--- config.mk ---
export PLATFORM = sky130hd
export DESIGN_NAME = fc
export DESIGN_NICKNAME = d
export VERILOG_FILES = /design/src/rtl/fc.sv
export SDC_FILE = /design/constraint.sdc
export NUM_CORES = 1
export LEC_CHECK = 0
export BUFFER_PORTS_ARGS = -buffer_cell sky130_fd_sc_hd__buf_4
export CAP_MARGIN = 25
export CORE_MARGIN = 10
export CORE_UTILIZATION = 30
export CTS_BUF_LIST = sky130_fd_sc_hd__clkbuf_4 sky130_fd_sc_hd__clkbuf_8
export CTS_CLUSTER_DIAMETER = 200
export DETAILED_ROUTE_END_ITERATION = 12
export GPL_ROUTABILITY_DRIVEN = 1
export GPL_TIMING_DRIVEN = 0
export PLACE_DENSITY_LB_ADDON = 0.2
export SYNTH_ARGS = -nofsm -noshare
export SYNTH_HDL_FRONTEND = slang
export SYNTH_SLANG_ARGS = --single-unit
export TNS_END_PERCENT = 10
--- constraint.sdc ---
create_clock -name clk -period 1.2 [get_ports clk]
set_clock_uncertainty 0.1 [all_clocks]
set_input_delay 0.12 -clock clk [delete_from_list [all_inputs] [get_ports clk]]
set_output_delay 0.12 -clock clk [all_outputs]
set_load 0.005 [all_outputs]
--- src/rtl/fc.sv ---
// Flow controller: registers the five FIFOs' status flags onto buses and gates writes
// into destination FIFOs 1..4 with a per-channel RUN/PAUSE hysteresis state.
module fc (
    input  logic       clk,
    input  logic       reset,
    input  logic       aff0,
    input  logic       aff1,
    input  logic       aff2,
    input  logic       aff3,
    input  logic       aff4,
    input  logic       ff0,
    input  logic       ff1,
    input  logic       ff2,
    input  logic       ff3,
    input  logic       ff4,
    input  logic       aef0,
    input  logic       aef1,
    input  logic       aef2,
    input  logic       aef3,
    input  logic       aef4,
    input  logic       ef0,
    input  logic       ef1,
    input  logic       ef2,
    input  logic       ef3,
    input  logic       ef4,
    input  logic [3:0] continuar,
    output logic [4:0] almost_full,
    output logic [4:0] full,
    output logic [4:0] almost_empty,
    output logic [4:0] empty,
    output logic [3:0] cf
);

    typedef enum logic {
        RUN   = 1'b0,
        PAUSE = 1'b1
    } chan_state_t;

    logic [4:0] aff_bus;
    logic [4:0] ff_bus;
    logic [4:0] aef_bus;
    logic [4:0] ef_bus;

    assign aff_bus = {aff4, aff3, aff2, aff1, aff0};
    assign ff_bus  = {ff4, ff3, ff2, ff1, ff0};
    assign aef_bus = {aef4, aef3, aef2, aef1, aef0};
    assign ef_bus  = {ef4, ef3, ef2, ef1, ef0};

    logic [4:0] almost_full_reg;
    logic [4:0] full_reg;
    logic [4:0] almost_empty_reg;
    logic [4:0] empty_reg;

    always_ff @(posedge clk) begin
        if (reset) begin
            almost_full_reg  <= 5'b00000;
            full_reg         <= 5'b00000;
            almost_empty_reg <= 5'b00000;
            empty_reg        <= 5'b11111;
        end else begin
            almost_full_reg  <= aff_bus;
            full_reg         <= ff_bus;
            almost_empty_reg <= aef_bus;
            empty_reg        <= ef_bus;
        end
    end

    assign almost_full  = almost_full_reg;
    assign full         = full_reg;
    assign almost_empty = almost_empty_reg;
    assign empty        = empty_reg;

    chan_state_t [3:0] state_reg;
    chan_state_t [3:0] state_next;
    logic        [3:0] cf_reg;
    logic        [3:0] cf_next;

    genvar gi;
    generate
        for (gi = 0; gi < 4; gi++) begin : g_chan
            logic full_side;
            logic empty_side;

            // Channel gi feeds destination FIFO gi+1; the full side wins on contradiction.
            assign full_side  = aff_bus[gi+1] | ff_bus[gi+1];
            assign empty_side = aef_bus[gi+1] | ef_bus[gi+1];

            always_comb begin
                state_next[gi] = state_reg[gi];
                if (full_side) begin
                    state_next[gi] = PAUSE;
                end else if (empty_side) begin
                    state_next[gi] = RUN;
                end
            end

            // continuar only masks the enable; it never touches the channel state.
            assign cf_next[gi] = continuar[gi] & (state_next[gi] == RUN) & ~ef_bus[0];

            always_ff @(posedge clk) begin
                if (reset) begin
                    state_reg[gi] <= RUN;
                    cf_reg[gi]    <= 1'b0;
                end else begin
                    state_reg[gi] <= state_next[gi];
                    cf_reg[gi]    <= cf_next[gi];
                end
            end
        end
    endgenerate

    assign cf = cf_reg;

endmodule

Yosys cells after proc, flatten, opt, wreduce, memory -nomap -nowiden
Cells that the tools add are included.

operators by class
  mux-type cells = 8
  bitwise logic cells = 21

operators with widths
  kind              count
  AND 1 bit         8
  2-to-1 mux 1 bit  8
  bitwise OR 1 bit  8
  inverter 1 bit    5

storage, ports and cells
  register bits = 28
  bits of input ports = 26
  output and inout port bits = 24
  logic and storage cells = 41

Logic depth before layout (Yosys ltp)
Gate-level depths: netlist of run 1.

  depth after elaboration = 6
  mapped depth = 2
  gate-level depth less buffers = 2

Least setup slack after synthesis of run 1
No wires, ideal clock.

  kind = reg2reg
  from = register state_reg[0] (netlist bit)
  to = register cf_reg[0] (netlist: cf[0])
  library setup time = 0.117 ns
  data arrival time = 0.787 ns
  required time = 0.983 ns
  path slack = 0.197 ns
  stages on the path, launching flop included = 3
  clock period less this slack = 1.003 ns
  cells stage by stage = dfxtp_1 > or3b_1 > and4b_1

on the way
  longest elaborated chain between the ends = 5

ends and longest elaborated chain
  what                              RTL line  RTL
  start: declaration                73        chan_state_t [3:0] state_reg;
  start signal: indexed assignment  105       state_reg[gi] <= state_next[gi];
  2-to-1 mux 1 bit                  92        end else if (empty_side) begin
  2-to-1 mux 1 bit                  90        if (full_side) begin
  inverter 1 bit                    98        assign cf_next[gi] = continuar[gi] & (state_next[gi] == RUN) & ~ef_bus[0];
  AND 1 bit (2 in a row)            98
  end signal: indexed assignment    106       cf_reg[gi] <= cf_next[gi];
  end: declaration                  75        logic [3:0] cf_reg;

No other way between the ends.
A chain may end at the register's enable or synchronous reset.

Worst setup path after layout of run 1
  from = input aef1
  to = register cf_reg[0] (netlist: cf[0])

on the way
  longest elaborated chain between the ends = 6

ends and longest elaborated chain
  what                    RTL line  RTL
  start: declaration      17        input logic aef1,
  bitwise OR 1 bit        86        assign empty_side = aef_bus[gi+1] | ef_bus[gi+1];
  2-to-1 mux 1 bit        92
  2-to-1 mux 1 bit        90
  inverter 1 bit          98
  AND 1 bit (2 in a row)  98

No other way between the ends.

==> results of run 1 <==
area by class of cell:
type | count | area [um^2] | area share
Clock buffer | 4 | 36.3 | 0.0241
Sequential cell | 28 | 561 | 0.372
Timing Repair Buffer | 73 | 611 | 0.405
Buffer | 2 | 8.76 | 0.00581
Multi-Input combinational cell | 36 | 254 | 0.168
Tap cell | 30 | 37.5 | 0.0249
per-stage QoR:
step / power (mW) / std cells / worst slack (ns)
global placement: 1.20 / 145 / 0.161
floorplan: 1.06 / 66 / 0.197
finish: 1.68 / 173 / -0.0192
global route: 1.78 / 173 / 0.000385
CTS: 1.71 / 173 / 0.00499
detailed placement: 1.21 / 145 / 0.155
cell usage after synthesis:
cell type and number:
or3b_1 4, or2_2 4, and4b_1 4, dfxtp_1 28
clkbuf_1 1, clkbuf_2 1, a21oi_1 4, or2_4 1
nor2_1 4, nor2b_1 6, and2b_1 9
cell families after synthesis:
group                  Yosys count
and+or+nand+nor                 32
AOI/OAI and AO/OA                4
DFF                             28
buffers and inverters            2
power breakdown:
part	switching [mW]	internal [mW]	leakage [nW]	total, mW
logic	0.0769	0.182	0.476	0.258
clock network	0.250	0.185	0.0210	0.435
registers	0.0116	0.977	0.233	0.988
total	0.338	1.34	0.730	1.68
routing by layer:
layer	GRT usage	part of all wire	up-vias
met3	0.0612	0.12	2
met5	0	0	-
met4	0.0129	0.0034	0
met2	0.170	0.51	31
li1	-	-	368
met1	0.0812	0.37	343
critical path, cell delays in order:
cell	delay (ns)
dlygate4sd3_1	0.53
buf_4	0.14
or3b_4	0.39
and4b_1	0.18
worst max path at each step:
stage | to | start | slack (ns)
after floorplan | cf[0] | state_reg[0] | 0.20
after global placement | full[2] | reset | 0.16
after detailed placement | cf[1] | state_reg[1] | 0.15
after CTS | cf[0] | ef1 | 0.005
after global routing | cf[3] | reset | 0.0004
final | cf[0] | aef1 | -0.02
what timing repair did:
action                                  CTS  global route
gates resized for setup                   0             3
endpoints found under the hold margin    28             5
hold buffers                             24             1
endpoints found under the setup margin    0             2
==> results_dict.tcl, run 1 <==
set metrics [dict create \
    postCtsSetupBuffers 0 \
    design_area_um2 1510 \
    path_clk_slew_ns 0.14 \
    h-tree-depth 1 \
    first_iter_violations 21 \
    wl_per_cell_um 13.7 \
    synth_top_cell_by_area "dfxtp_1" \
    fin_crit_ns 1.22 \
    regToRegEndpoint "cf[1]" \
    cp.required_ns 1.33 \
    fp.dieW_um 72.2 \
    postSynthNetCount 92 \
    grt_max_degree 16 \
    grt_use_total 0.0915 \
    die_y_um 72.2 \
    hold_slack_ns -0.0858 \
    hpwl_um 1710 \
    num_vias 744 \
    vias_per_cell 4.30 \
    synth_top_area_frac 0.685 \
    finalSetupTns_ns -0.0192 \
    rsz0062_at_grt "no" \
    port_buffers 49 \
    crit_path_start_kind "input pin" \
    drtAntennaViolNets 0 \
    cap_viol_max_count 0 \
    r2r_setup_slack_ns 0.13 \
    coreArea_um2 2540 \
    dieArea_um2 5220 \
    synth_seq_cells 28 \
    synth.cell_area_um2 818 \
    r2r_cells 2 \
    synth_top_family_by_area "simple AND/OR/NAND/NOR gates" \
    power.leakage_nw 0.730 \
    final_layout_size_suffix_gt1_frac 0.427 \
    whs_path_depth 2 \
    tightestPinTransition_ns 0.390 \
    synthAdderAreaFrac 0 \
    cts_buffers 3 \
    rr_startpoint "state_reg[1]" \
    drc 0 \
    cp.arrival_ns 1.35 \
    hold_end "almost_empty[4]" \
    grt_pass1_wl_um 3790 \
    antenna_cells 0 \
    path_class "in2reg" \
    ioPinCount 50 \
    seq_area_frac_synth 0.685 \
    period_share 1.02 \
    hold_viol 3 \
    ir_drop_v 0.00101 \
    max-slew-margin-rel 0.740 \
    dpl_cell_area_um2 1220 \
    setup_violations 1 \
    cp_max_fo 2 \
    synth.distinct_cells 11 \
    avgSynthCellArea_um2 12.4 \
    synth-xor-area-share 0 \
    clockBufferDepth 2 \
    worstHoldStart "aef4" \
    area.growth.synth_to_final_pct 84.3 \
    drt_wl_total_um 2370 \
    cts.sinks 28 \
    gp_congestion 0.650 \
    ys_warn_count 0 \
    fin_util 0.592 \
    layout_commonest_cell "buf_4" \
    fill_cells 221 \
    synth-simple-area-share 0.280 \
    p_per_area_nw_per_um2 1120 \
    drv_slew 0 \
    cts_tree "built" \
    fin_ws_ns -0.0192 \
    synthMuxAreaShare 0 \
    netlist_top_cells_area "dfxtp_1 69%, and2b_1 8.3%, and4b_1 4.9%" \
    start_util 0.322 \
    timing.fmax_ghz 0.820 \
    grt_pass1_vias 799 \
    nNetsFinal 170 \
    synth_cells 66 \
    final_cell_mix "49 x buf_4, 28 x dfxtp_1, 23 x dlygate4sd3_1" \
    clk_latency_ns 0.31 \
    hp-class "in2reg" \
    root_buffer "clkbuf_4" \
    violations "hold timing, setup timing" \
    synth_compound_gate_area_share 0.0245 \
    firstDrtPassIters 5 \
    antenna_found_initial 0 \
    end_kind "register" \
    status "finished, violations left" \
    gr-total-overflow 0 \
    floorplan.rows 18 \
]
No activity file was read; power rests on OpenSTA's default activity.
==> run 2: changes to the inputs <==
--- a/config.mk
+++ b/config.mk
@@ -15,6 +15,7 @@
 export GPL_ROUTABILITY_DRIVEN = 1
 export GPL_TIMING_DRIVEN = 0
 export PLACE_DENSITY_LB_ADDON = 0.2
+export REMOVE_ABC_BUFFERS = 1
 export SYNTH_ARGS = -nofsm -noshare
 export SYNTH_HDL_FRONTEND = slang
 export SYNTH_SLANG_ARGS = --single-unit
==> results_dict.tcl, run 2 (synthesized netlist as in run 1, its figures left out) <==
set metrics [dict create \
    cp.arrival_ns 1.32 \
    drtAntennaViolNets 0 \
    grt_max_degree 25 \
    p_per_area_nw_per_um2 1070 \
    grt_pass1_vias 786 \
    path_clk_slew_ns 0.13 \
    p_total_mw 1.60 \
    cp.required_ns 1.32 \
    ir_drop_v 0.000732 \
    critical-path-max-stage-delay_ns 0.54 \
    dp_slack_ns 0.155 \
    fin_crit_ns 1.20 \
    h-tree-depth 1 \
    cp_top_family "buffers and inverters" \
    vias_per_cell 4.22 \
    drc 0 \
    crit_path_start_kind "input pin" \
    dieArea_um2 5220 \
    timing.fmax_ghz 0.834 \
    root_buffer "clkbuf_4" \
    path_class "in2reg" \
    wl_per_cell_um 12.5 \
    fin_util 0.588 \
    final_cell_mix "49 x buf_4, 28 x dfxtp_1, 23 x dlygate4sd3_1" \
    violations "hold timing" \
    start_util 0.322 \
    firstDrtPassIters 4 \
    tightestPinTransition_ns 0.209 \
    clockBufferDepth 2 \
    layout_commonest_cell "buf_4" \
    crit_chain "buf_4 > dlygate4sd3_1 > or3b_1 > and4b_1" \
    cap_viol_max_count 0 \
    floorplan.rows 18 \
    cts.sinks 28 \
    clk_latency_ns 0.31 \
    die_y_um 72.2 \
    max-slew-margin-rel 0.861 \
    hp-class "in2reg" \
    final_layout_size_suffix_gt1_frac 0.418 \
    design_area_um2 1500 \
    antenna_cells 0 \
    coreArea_um2 2540 \
    hold_slack_ns -0.0146 \
    area.growth.synth_to_final_pct 83.0 \
    grt_pass1_wl_um 3510 \
    fp.dieW_um 72.2 \
    nNetsFinal 169 \
    period_share 0.999 \
    setup_violations 0 \
    finalSetupTns_ns 0 \
    num_vias 721 \
    gr-total-overflow 0 \
    gp_congestion 0.646 \
    power.leakage_nw 0.731 \
    crit_buf_inv 2 \
    cts_buffers 3 \
    port_buffers 49 \
    antenna_found_initial 0 \
    drt_wl_total_um 2130 \
    end_kind "register" \
    cts_tree "built" \
    fin_ws_ns 0.00113 \
    slowest_stage "dlygate4sd3_1" \
    ioPinCount 50 \
    postCtsSetupBuffers 0 \
    cp_max_fo 2 \
    final_cells 171 \
    hold_viol 4 \
    placed_cells 143 \
    grt_use_total 0.0826 \
    status "finished, violations left" \
    dpl_cell_area_um2 1210 \
    first_iter_violations 16 \
    drv_slew 0 \
    hpwl_um 1580 \
]
[run 2: layout make-up]
type,count,area [um^2]
fill,220,1050
timing repair buffer,74,623
sequential,28,561
multi-input combinational,36,254
tap,30,37.5
clock buffer,3,22.5
[run 2: routing by layer]
metal	vias up	GRT usage	routed length [um]
met2	29	0.154	1160
met5	-	0	0
met4	0	0.0129	9
li1	365	-	-
met3	2	0.0571	255
met1	325	0.0719	708
[run 2: repair_timing]
| item | CTS | global route |
|---|---|---|
| hold endpoints to repair | 28 | 5 |
| resized for setup | 0 | 4 |
| endpoints found under the setup margin | 0 | 3 |
| hold buffers | 24 | 2 |
[run 2: path summary, 6_finish.rpt]
kind | slack [ns] | endpoint | startpoint | cells after the start
worst max-delay path | 0.001 | cf[0] | ef1 | 4
worst min register to register | 0.47 | state_reg[0] | state_reg[0] | 2
worst max register to register | 0.14 | cf[2] | state_reg[2] | 2
worst min-delay path | -0.01 | state_reg[0] | aef1 | 3
[run 2: power breakdown]
part	internal, mW	switching [mW]	total [mW]
logic	0.182	0.0710	0.253
clock network	0.117	0.241	0.358
registers	0.977	0.0114	0.988
[run 2: worst register-to-register path, stage by stage, from the launching register on]
cell and delay, ns:
dfxtp_1 0.32, or3b_1 0.36, and4b_1 0.19
